==> src/rtl/aes_pkg.sv <==
// Shared AES key-schedule definitions: key-length encoding, FSM states,
// Nk/Nr lookup, round constants and the forward S-box.
package aes_pkg;

    localparam int unsigned WORD_W = 32;

    typedef enum logic [1:0] {
        KL_128  = 2'd0,
        KL_192  = 2'd1,
        KL_256  = 2'd2,
        KL_RSVD = 2'd3
    } key_len_e;

    typedef enum logic [1:0] {
        ST_IDLE   = 2'd0,
        ST_EXPAND = 2'd1,
        ST_DONE   = 2'd2,
        ST_ZERO   = 2'd3
    } state_e;

    // Index 0 and 11..15 are never used; padding keeps any 4-bit index in range
    localparam logic [7:0] RCON [16] = '{
        8'h00, 8'h01, 8'h02, 8'h04, 8'h08, 8'h10, 8'h20, 8'h40,
        8'h80, 8'h1b, 8'h36, 8'h00, 8'h00, 8'h00, 8'h00, 8'h00
    };

    localparam logic [7:0] SBOX [256] = '{
        8'h63, 8'h7c, 8'h77, 8'h7b, 8'hf2, 8'h6b, 8'h6f, 8'hc5, 8'h30, 8'h01, 8'h67, 8'h2b, 8'hfe, 8'hd7, 8'hab, 8'h76,
        8'hca, 8'h82, 8'hc9, 8'h7d, 8'hfa, 8'h59, 8'h47, 8'hf0, 8'had, 8'hd4, 8'ha2, 8'haf, 8'h9c, 8'ha4, 8'h72, 8'hc0,
        8'hb7, 8'hfd, 8'h93, 8'h26, 8'h36, 8'h3f, 8'hf7, 8'hcc, 8'h34, 8'ha5, 8'he5, 8'hf1, 8'h71, 8'hd8, 8'h31, 8'h15,
        8'h04, 8'hc7, 8'h23, 8'hc3, 8'h18, 8'h96, 8'h05, 8'h9a, 8'h07, 8'h12, 8'h80, 8'he2, 8'heb, 8'h27, 8'hb2, 8'h75,
        8'h09, 8'h83, 8'h2c, 8'h1a, 8'h1b, 8'h6e, 8'h5a, 8'ha0, 8'h52, 8'h3b, 8'hd6, 8'hb3, 8'h29, 8'he3, 8'h2f, 8'h84,
        8'h53, 8'hd1, 8'h00, 8'hed, 8'h20, 8'hfc, 8'hb1, 8'h5b, 8'h6a, 8'hcb, 8'hbe, 8'h39, 8'h4a, 8'h4c, 8'h58, 8'hcf,
        8'hd0, 8'hef, 8'haa, 8'hfb, 8'h43, 8'h4d, 8'h33, 8'h85, 8'h45, 8'hf9, 8'h02, 8'h7f, 8'h50, 8'h3c, 8'h9f, 8'ha8,
        8'h51, 8'ha3, 8'h40, 8'h8f, 8'h92, 8'h9d, 8'h38, 8'hf5, 8'hbc, 8'hb6, 8'hda, 8'h21, 8'h10, 8'hff, 8'hf3, 8'hd2,
        8'hcd, 8'h0c, 8'h13, 8'hec, 8'h5f, 8'h97, 8'h44, 8'h17, 8'hc4, 8'ha7, 8'h7e, 8'h3d, 8'h64, 8'h5d, 8'h19, 8'h73,
        8'h60, 8'h81, 8'h4f, 8'hdc, 8'h22, 8'h2a, 8'h90, 8'h88, 8'h46, 8'hee, 8'hb8, 8'h14, 8'hde, 8'h5e, 8'h0b, 8'hdb,
        8'he0, 8'h32, 8'h3a, 8'h0a, 8'h49, 8'h06, 8'h24, 8'h5c, 8'hc2, 8'hd3, 8'hac, 8'h62, 8'h91, 8'h95, 8'he4, 8'h79,
        8'he7, 8'hc8, 8'h37, 8'h6d, 8'h8d, 8'hd5, 8'h4e, 8'ha9, 8'h6c, 8'h56, 8'hf4, 8'hea, 8'h65, 8'h7a, 8'hae, 8'h08,
        8'hba, 8'h78, 8'h25, 8'h2e, 8'h1c, 8'ha6, 8'hb4, 8'hc6, 8'he8, 8'hdd, 8'h74, 8'h1f, 8'h4b, 8'hbd, 8'h8b, 8'h8a,
        8'h70, 8'h3e, 8'hb5, 8'h66, 8'h48, 8'h03, 8'hf6, 8'h0e, 8'h61, 8'h35, 8'h57, 8'hb9, 8'h86, 8'hc1, 8'h1d, 8'h9e,
        8'he1, 8'hf8, 8'h98, 8'h11, 8'h69, 8'hd9, 8'h8e, 8'h94, 8'h9b, 8'h1e, 8'h87, 8'he9, 8'hce, 8'h55, 8'h28, 8'hdf,
        8'h8c, 8'ha1, 8'h89, 8'h0d, 8'hbf, 8'he6, 8'h42, 8'h68, 8'h41, 8'h99, 8'h2d, 8'h0f, 8'hb0, 8'h54, 8'hbb, 8'h16
    };

    // Key words Nk for a key_len code; reserved code maps to 8 and is rejected upstream
    function automatic logic [3:0] nk_of(input logic [1:0] kl);
        logic [3:0] nk;
        case (kl)
            KL_128:  nk = 4'd4;
            KL_192:  nk = 4'd6;
            default: nk = 4'd8;
        endcase
        return nk;
    endfunction

    function automatic logic [3:0] nr_of(input logic [1:0] kl);
        return nk_of(kl) + 4'd6;
    endfunction

endpackage

==> src/rtl/aes_sbox.sv <==
// Combinational AES forward S-box for one byte.
module aes_sbox
    import aes_pkg::*;
(
    input  logic [7:0] i_byte,
    output logic [7:0] o_byte_c
);

    assign o_byte_c = SBOX[i_byte];

endmodule

==> src/rtl/aes_key_expander.sv <==
// AES-128/192/256 key schedule: one word per clock into a word store, with a
// registered 128-bit round-key read port. AES_KEYEXP_ZEROIZE_EN adds i_zeroize.
module aes_key_expander
    import aes_pkg::*;
#(
    parameter int unsigned MAX_KEY_BITS = 256
) (
    input  logic           clk,
    input  logic           rst_n,
    input  logic           i_start,
`ifdef AES_KEYEXP_ZEROIZE_EN
    input  logic           i_zeroize,
`endif
    input  logic [1:0]     i_key_len,
    input  logic [0:255]   i_key_in,
    output logic           o_busy,
    output logic           o_done,
    output logic           o_ready,
    output logic           o_err,
    output logic [3:0]     o_num_rounds,
    input  logic           i_rk_rd,
    input  logic [3:0]     i_rk_idx,
    output logic [0:127]   o_rk_data,
    output logic           o_rk_valid
);

    localparam int unsigned MAX_NK = MAX_KEY_BITS / 32;
    localparam int unsigned DEPTH  = 4 * (MAX_NK + 7);
    localparam int unsigned CW     = $clog2(DEPTH);

    state_e              r_state;
    state_e              w_next_state;
    logic [WORD_W-1:0]   r_store [DEPTH];
    logic [CW-1:0]       r_cnt;
    logic [CW-1:0]       r_last;
    logic [3:0]          r_nk;
    logic [2:0]          r_mod;
    logic [3:0]          r_rc;
    logic                r_busy, r_done, r_ready, r_err, r_rk_valid;
    logic [3:0]          r_num_rounds;
    logic [0:127]        r_rk_data;

    logic                w_zero;
    logic                w_legal, w_start_ok;
    logic [3:0]          w_nk_in;
    logic                w_accept, w_reject, w_exp_wr, w_last, w_zero_wr, w_rd_ok;
    logic [WORD_W-1:0]   w_prev, w_sb_in, w_sub, w_temp, w_new;
    logic [CW-1:0]       w_rd_base;

`ifdef AES_KEYEXP_ZEROIZE_EN
    assign w_zero = i_zeroize;
`else
    assign w_zero = 1'b0;
`endif

    assign w_nk_in    = nk_of(i_key_len);
    assign w_legal    = (i_key_len != KL_RSVD) && (32'(w_nk_in) <= MAX_NK);
    assign w_start_ok = i_start && w_legal;

    always_ff @(posedge clk or negedge rst_n) begin
        if (!rst_n) r_state <= ST_IDLE;
        else        r_state <= w_next_state;
    end

    always_comb begin
        w_next_state = r_state;
        if (w_zero) begin
            w_next_state = ST_ZERO;
        end else begin
            case (r_state)
                ST_IDLE, ST_DONE: if (w_start_ok) w_next_state = ST_EXPAND;
                ST_EXPAND:        if (r_cnt == r_last) w_next_state = ST_DONE;
                ST_ZERO:          if (r_cnt == CW'(DEPTH - 1)) w_next_state = ST_IDLE;
                default:          w_next_state = ST_IDLE;
            endcase
        end
    end

    // Start arriving during EXPAND is silently dropped; during a sweep it is an error
    always_comb begin
        w_accept  = 1'b0;
        w_reject  = 1'b0;
        w_exp_wr  = 1'b0;
        w_zero_wr = 1'b0;
        if (!w_zero) begin
            case (r_state)
                ST_IDLE, ST_DONE: begin
                    w_accept = w_start_ok;
                    w_reject = i_start && !w_legal;
                end
                ST_EXPAND: w_exp_wr  = 1'b1;
                ST_ZERO: begin
                    w_zero_wr = 1'b1;
                    w_reject  = i_start;
                end
                default: ;
            endcase
        end
        w_last  = w_exp_wr && (r_cnt == r_last);
        w_rd_ok = i_rk_rd && r_ready && (i_rk_idx <= r_num_rounds) && !w_accept && !w_zero;
    end

    // Schedule word datapath: temp from w[i-1], xor with w[i-Nk]
    assign w_prev  = r_store[r_cnt - CW'(1)];
    assign w_sb_in = (r_mod == 3'd0) ? {w_prev[23:0], w_prev[31:24]} : w_prev;

    for (genvar b = 0; b < 4; b++) begin : g_sbox
        aes_sbox u_sbox (
            .i_byte   (w_sb_in[8*b +: 8]),
            .o_byte_c (w_sub[8*b +: 8])
        );
    end

    always_comb begin
        w_temp = w_prev;
        if (r_mod == 3'd0)                        w_temp = w_sub ^ {RCON[r_rc], 24'h0};
        else if ((r_nk == 4'd8) && (r_mod == 3'd4)) w_temp = w_sub;
        w_new = r_store[r_cnt - CW'(r_nk)] ^ w_temp;
    end

    // Store has no reset: contents are only meaningful while o_ready is high
    always_ff @(posedge clk) begin
        if (w_accept) begin
            for (int unsigned j = 0; j < MAX_NK; j++) begin
                if (4'(j) < w_nk_in) r_store[CW'(j)] <= i_key_in[32*j +: 32];
            end
        end else if (w_exp_wr) begin
            r_store[r_cnt] <= w_new;
        end else if (w_zero_wr) begin
            r_store[r_cnt] <= '0;
        end
    end

    assign w_rd_base = CW'({i_rk_idx, 2'b00});

    always_ff @(posedge clk or negedge rst_n) begin
        if (!rst_n) begin
            r_cnt        <= '0;
            r_last       <= '0;
            r_nk         <= 4'd4;
            r_mod        <= '0;
            r_rc         <= '0;
            r_busy       <= 1'b0;
            r_done       <= 1'b0;
            r_ready      <= 1'b0;
            r_err        <= 1'b0;
            r_num_rounds <= '0;
            r_rk_valid   <= 1'b0;
            r_rk_data    <= '0;
        end else begin
            r_busy     <= (w_next_state == ST_EXPAND) || (w_next_state == ST_ZERO);
            r_done     <= w_last;
            r_err      <= w_reject;
            r_rk_valid <= w_rd_ok;
            if (w_zero) begin
                r_cnt <= '0;
            end else if (w_accept) begin
                r_cnt  <= CW'(w_nk_in);
                r_last <= CW'({w_nk_in + 4'd7, 2'b00} - 6'd1);
                r_nk   <= w_nk_in;
                r_mod  <= '0;
                r_rc   <= 4'd1;
            end else if (w_exp_wr || w_zero_wr) begin
                r_cnt <= r_cnt + CW'(1);
                if (w_exp_wr) begin
                    r_mod <= (r_mod == 3'(r_nk - 4'd1)) ? 3'd0 : r_mod + 3'd1;
                    if (r_mod == 3'd0) r_rc <= r_rc + 4'd1;
                end
            end
            if (w_zero || w_accept) begin
                r_ready      <= 1'b0;
                r_num_rounds <= '0;
            end else if (w_last) begin
                r_ready      <= 1'b1;
                r_num_rounds <= r_nk + 4'd6;
            end
            if (w_rd_ok) begin
                r_rk_data <= {r_store[w_rd_base],          r_store[w_rd_base + CW'(1)],
                              r_store[w_rd_base + CW'(2)], r_store[w_rd_base + CW'(3)]};
            end
        end
    end

    assign o_busy       = r_busy;
    assign o_done       = r_done;
    assign o_ready      = r_ready;
    assign o_err        = r_err;
    assign o_num_rounds = r_num_rounds;
    assign o_rk_valid   = r_rk_valid;
    assign o_rk_data    = r_rk_data;

endmodule

==> config.mk <==
export PLATFORM = sky130hd
export DESIGN_NAME = aes_key_expander
export DESIGN_NICKNAME = d
export VERILOG_FILES = /design/src/rtl/aes_pkg.sv /design/src/rtl/aes_sbox.sv /design/src/rtl/aes_key_expander.sv
export SDC_FILE = /design/constraint.sdc
export NUM_CORES = 2
export LEC_CHECK = 0
export ABC_AREA = 0
export BUFFER_PORTS_ARGS = -buffer_cell sky130_fd_sc_hd__buf_4
export CORE_ASPECT_RATIO = 2
export CORE_MARGIN = 4
export CORE_UTILIZATION = 41
export CTS_CLUSTER_SIZE = 30
export DETAILED_ROUTE_END_ITERATION = 12
export PLACE_DENSITY = 0.53
export SYNTH_ARGS = -nofsm -noshare
export SYNTH_HDL_FRONTEND = slang
export SYNTH_SLANG_ARGS = --single-unit
==> constraint.sdc <==
create_clock -name clk -period 12.2 [get_ports clk]
set_input_delay 1.83 -clock clk [delete_from_list [all_inputs] [get_ports clk]]
set_output_delay 1.83 -clock clk [all_outputs]
set_load 0.01 [all_outputs]
Yosys cells after proc, flatten, opt, wreduce, memory -nomap -nowiden --
Memory sizes are Yosys's and may differ from the RTL's. A register that Yosys moved wholly into a read port is not among the register bits. Cells that the tools add are included.
Word-level totals: register bits after elaboration 34, bits in latches 0, bits in writable memories 1920, ROM bits 8320, memories 6
Memories:
- (name not given) | words 256, bits a word 8, read ports 1, clocked after memory_dff 0, wr ports 0, RTL line aes_sbox.sv:9 | assign o_byte_c = SBOX[i_byte];
- (name not given) | words 256, bits a word 8, read ports 1, clocked after memory_dff 0, wr ports 0, RTL line aes_sbox.sv:9
- (name not given) | words 256, bits a word 8, read ports 1, clocked after memory_dff 0, wr ports 0, RTL line aes_sbox.sv:9
- (name not given) | words 256, bits a word 8, read ports 1, clocked after memory_dff 0, wr ports 0, RTL line aes_sbox.sv:9
- r_store | words 60, bits a word 32, read ports 6, clocked after memory_dff 4, wr ports 8, RTL line aes_key_expander.sv:33 | logic [WORD_W-1:0] r_store [DEPTH];
- (name not given) | words 16, bits a word 8, read ports 1, clocked after memory_dff 0, wr ports 0, RTL line aes_key_expander.sv:116 | if (r_mod == 3'd0) w_temp = w_sub ^ {RCON[r_rc], 24'h0};
Operators by class: add/sub/neg operators 12, $mul 0, div/mod/pow operators 0, $lt $le $gt $ge 15, eq/ne operators 12, shifts and indexed selects 0, mux-type cells 71, bitwise logic cells 8, reductions and logical operators 27
Operators by type and width (count):
- $mux 32 | 5
- $mux 8 | 10
- $xor 32x32->32 | 2
- $mux 1 | 37
- $ge 9x9->1 const B | 4
- $not 8->9 | 4
- $reduce_or 32->1 | 1
- $mux 4 | 6
- $mux 6 | 3
- $lt 3x4->1 const A | 4
- $add 6x1->6 const B | 2
- $add 6x2->6 const B | 2
- $mux 3 | 4
- $sub 6x1->6 const B | 2
- $add 4x3->4 const B | 2
- $logic_and 1x1->1 | 8
- $lt 1x4->1 const A | 2
- $lt 2x4->1 const A | 2
- $pmux 4 s2 | 1
- $reduce_bool 2->1 | 4
- $eq 2x1->1 const B | 3
- $eq 2x2->1 const B | 3
- $eq 6x6->1 | 1
- $eq 6x6->1 const B | 1
- other kinds (23) | 32

Depth between registers and ports, before layout --
An unclocked memory read counts as a cell.
word-level depth 12, gate-level depth with buffers 34, gate-level depth less buffers 21

By module --
A second synthesis with hierarchy kept.
Second synthesis, totals: cell total of the unflattened synthesis 9203, area total of the unflattened synthesis 133738.3 sq um
By module, submodules not included:
- aes_key_expander | times used 1, cells an instance 7075, area each 120870.9 sq um, sequential area each 65454.0 sq um
- aes_sbox | times used 4, cells an instance 532, area each 3216.8 sq um, sequential area each 0.0 sq um

Worst setup path before layout --
Ideal clock, no wire load.
kind register -> register, start point register r_cnt[0], end point memory r_store[10][25], data pin, setup time 463 ps, arrival time 7814 ps, data required time 11737 ps, path slack 3923 ps, stages on the path, launching flop included 31, buffers on the path 12, cell sequence dfrtp_1 buf_4 buf_6 buf_4 inv_2 buf_2 ha_1 buf_2 buf_4 buf_4 buf_1 buf_1 mux4_2 mux2i_1 o21ai_0 nand4_1 mux2i_1 o21ai_2 clkbuf_1 inv_1 ha_1 buf_1 clkbuf_1 o21ai_0 a221oi_1 o2111ai_1 a311oi_2 xor2_1 a222oi_1 xnor2_2 nor2_1
RTL lines:
- from (decl) | RTL line aes_key_expander.sv:34 | logic [CW-1:0] r_cnt;
- from (signal assigned) | RTL line aes_key_expander.sv:158 | r_cnt <= CW'(w_nk_in);
- from (signal assigned) | RTL line aes_key_expander.sv:164 | r_cnt <= r_cnt + CW'(1);
- to (decl) | RTL line aes_key_expander.sv:33

==> results.py <==
metrics = {
    "outcome": {
        "status": "finished, violations left",
        "failed_checks": "capacitance limit, slew limit",
    },
    "die": {
        "core_area_um2": 327000,
        "rows": 297,
        "io_pins": 403,
        "start_util_pct": 41.21,
        "fp.dieArea_um2": 338500,
        "die_h_um": 818.8,
        "fp.dieW_um": 413.4,
    },
    "worst_setup_path": {
        "crit_path_start": "r_cnt[0]",
        "required_ns": 12.81,
        "r2r_cells": 21,
        "r2r-start": "r_cnt[0]",
        "reg2reg_slack_ns": 0.87,
        "r2r_end": "r_store[49][3]",
        "worst-setup-path-type": "reg2reg",
        "crit_end": "r_store[49][3]",
        "path_max_fanout": 56,
        "arrival_ns": 11.95,
        "worst_setup_path_start_kind": "flip-flop",
        "endpoint_kind": "flip-flop",
    },
    "grt": {
        "use_met1_pct": 46.86,
        "grtUsageMet3_pct": 16.58,
        "grt_pass1_wl_um": 988500,
        "antenna_found_initial": 92,
        "grt_overflow": 0,
        "grt_pass1_vias": 104200,
        "met2_usage_pct": 67.52,
        "grt_busiest_layer": "met2",
        "track_usage_pct": 44.07,
        "grt_max_degree": 144,
    },
    "logic_synthesis": {
        "synth.avg_cell_area_um2": 15.56,
        "netlist-cell-type-count": 114,
        "synth.yosys.seq_area_share_pct": 48.57,
        "yosys_warnings": 0,
        "synth_edf_count": 2048,
        "yosysTopAreaCellShare_pct": 45.64,
        "ys_ff_latch": 2206,
        "yosys.area.top_type": "edfxtp_1",
        "synth_fp_nets": 8995,
        "synthArstFlopShare_pct": 7.162,
        "synth.cell_area_um2": 134700,
        "ys_top_cells_by_area": "edfxtp_1 (46%), mux4_2 (31%), dfrtp_1 (2.9%)",
        "synthFlopType": "edfxtp_1",
        "netlist_instances": 8658,
    },
    "final_layout": {
        "final_nets": 9265,
        "layout-drive-gt1-share_pct": 38.40,
        "fin_area_um2": 151800,
        "ff_latch_area_um2": 65460,
        "synthToLayoutAreaGrowth_pct": 12.68,
        "fill_cells": 28440,
        "multi_input_area_um2": 66390,
    },
    "routing": {
        "routed_wl_um": 749800,
        "viasPerCell": 7.950,
        "detail_route.iter0.violations": 18600,
        "ant_nets": 0,
        "drc": 0,
        "drtPass1Iterations": 6,
        "avgRoutedWirePerCell_um": 55.44,
        "num_vias": 107500,
    },
    "place": {
        "port_buffers": 401,
        "gp_congestion": 1.104,
        "place_area_um2": 144500,
        "dpl.hpwl_um": 512500,
    },
    "clock_tree": {
        "clk_latency_ns": 0.95,
        "holdBufCountCts": 0,
        "cts_htree_levels": 4,
        "cts_max_path_buffers": 4,
        "cts_buffers": 208,
        "tritoncts": "done",
        "clk_pin_slew_worst_paths_ns": 0.06,
        "postCtsSetupBuffers": 0,
        "clkSinkCount": 2206,
        "root_buffer": "clkbuf_16",
        "ctsResizeCount": 0,
    },
    "timing": {
        "rsz0062_at_grt": "false",
        "relSlewSlack_pct": -6.734,
        "setup-violations-final": 0,
        "finalHoldViolCount": 0,
        "max_slew.worst_pin.slew_ns": 1.584,
        "fin_crit_sh_pct": 92.89,
        "fmax_mhz": 88.25,
        "drv_slew": 14,
        "skew_ns": 0.09228,
        "fin_crit_ns": 11.33,
        "setup_tns_ns": 0,
    },
    "worst_hold_path": {
        "hold_class": "reg2reg",
    },
    "run": {
        "max-cap-violations": 4,
    },
}
==> placed cells by master (no fill, tap or decap), types with 100 or more instances in the layout <==
cell,netlist,final
nand2_1,612,595
clkbuf_16,0,210
dfrtp_1,157,155
a21oi_1,271,265
nor2_1,453,359
o21ai_0,343,337
mux4_2,1852,1850
buf_4,57,847
a22o_1,100,100
a211oi_1,101,100
mux2i_1,204,201
edfxtp_1,2048,2048
nand3_1,176,174
mux2_2,178,178
==> state kept, by name, summed over array words and instances, names as in the netlist, 3 cells and up <==
name / cells
r_nk: 3
r_mod: 3
o_num_rounds: 3
r_rc: 4
r_last: 4
r_cnt: 6
r_store: 2048
o_rk_data: 128
==> final cells by class <==
class / instances / share of cell area (%)
Antenna cell: 91 / 0.1500
Tap cell: 4335 / 3.572
Sequential cell: 2206 / 43.11
Multi-Input combinational cell: 5542 / 43.73
Clock inverter: 127 / 0.9559
Clock buffer: 253 / 3.613
Timing Repair Buffer: 886 / 4.661
Inverter: 84 / 0.2085
==> layer usage <==
layer  wire, µm  share of wire [%]
met1     222400                 30
met2     342600                 46
met3      95560                 13
met4      88990                 12
met5        240              0.032
==> critical path: stages (launching register included) <==
cell      delay, ns
dfrtp_4        0.95
inv_2          0.55
ha_4           1.13
mux4_2         0.45
mux2i_2        0.49
o21ai_0        0.48
nand4_1        0.33
buf_4          0.31
mux4_2         0.70
inv_1          0.56
ha_1           0.73
clkinv_1       0.11
buf_4          0.23
nor2_1         0.77
o21ai_0        0.60
a31oi_1        0.29
o21ai_0        0.20
a31oi_1        0.36
o21ai_0        0.20
xor2_1         0.75
and2_1         0.22
buf_4          0.43
==> through the flow <==
stage / cells / hold slack (ns) / setup slack [ns] / util [%]
after floorplan: 8658 / 0.4508 / 3.923 / -
after global placement: 13050 / 0.4823 / 1.066 / 44.20
after detailed placement: 13050 / 0.4781 / 1.225 / 44.20
after CTS: 13430 / 0.4965 / 1.192 / 46.32
after global routing: 13450 / 0.5257 / 0.2659 / 46.37
final: 13520 / 0.5029 / 0.8680 / 46.43
==> Yosys cell counts (all sizes together), types with 13 or more instances <==
master,count
a22o,100
and2,28
o311ai,36
o2111ai,24
o32ai,13
xnor2,42
nand4,45
and3,21
nand3,177
nor3,94
a22oi,27
dfrtp,157
nor3b,15
mux2i,205
edfxtp,2048
nand2b,36
o211ai,95
o21a,14
o31ai,67
buf,423
ha,70
nor4,20
nor2b,34
mux4,1852
a211oi,103
clkbuf,403
a21oi,276
a311oi,41
mux2,178
nand2,615
o221ai,31
o21ai,392
a32oi,13
a21o,19
nor2,456
a221oi,22
o22ai,65
a2111oi,22
xor2,22
a211o,20
inv,82
a31oi,82
or2,14
==> worst min-delay path by stage <==
stage | endpoint | cells past startpoint | start | slack (ns)
floorplan | r_last[1] | 1 | r_last[1] | 0.45
global placement | r_last[1] | 1 | r_last[1] | 0.48
detailed placement | r_last[5] | 1 | r_last[5] | 0.48
CTS | r_last[5] | 1 | r_last[5] | 0.50
global route | r_last[5] | 1 | r_last[5] | 0.53
finish | r_last[5] | 1 | r_last[5] | 0.50
==> logic make-up after synthesis <==
group | after synthesis | share of synthesized area (%)
flops | 2206 | 48.57
compound gates | 1574 | 7.931
fa+ha+maj | 71 | 0.6648
xor+xnor | 64 | 0.5051
simple gates | 1597 | 5.306
mux | 2235 | 33.97
buf+inv | 910 | 3.049
other cells | 1 | 0.002783
Power is not shown: default switching activity piles up to over one toggle a cycle in this logic, so the estimate is an artifact.
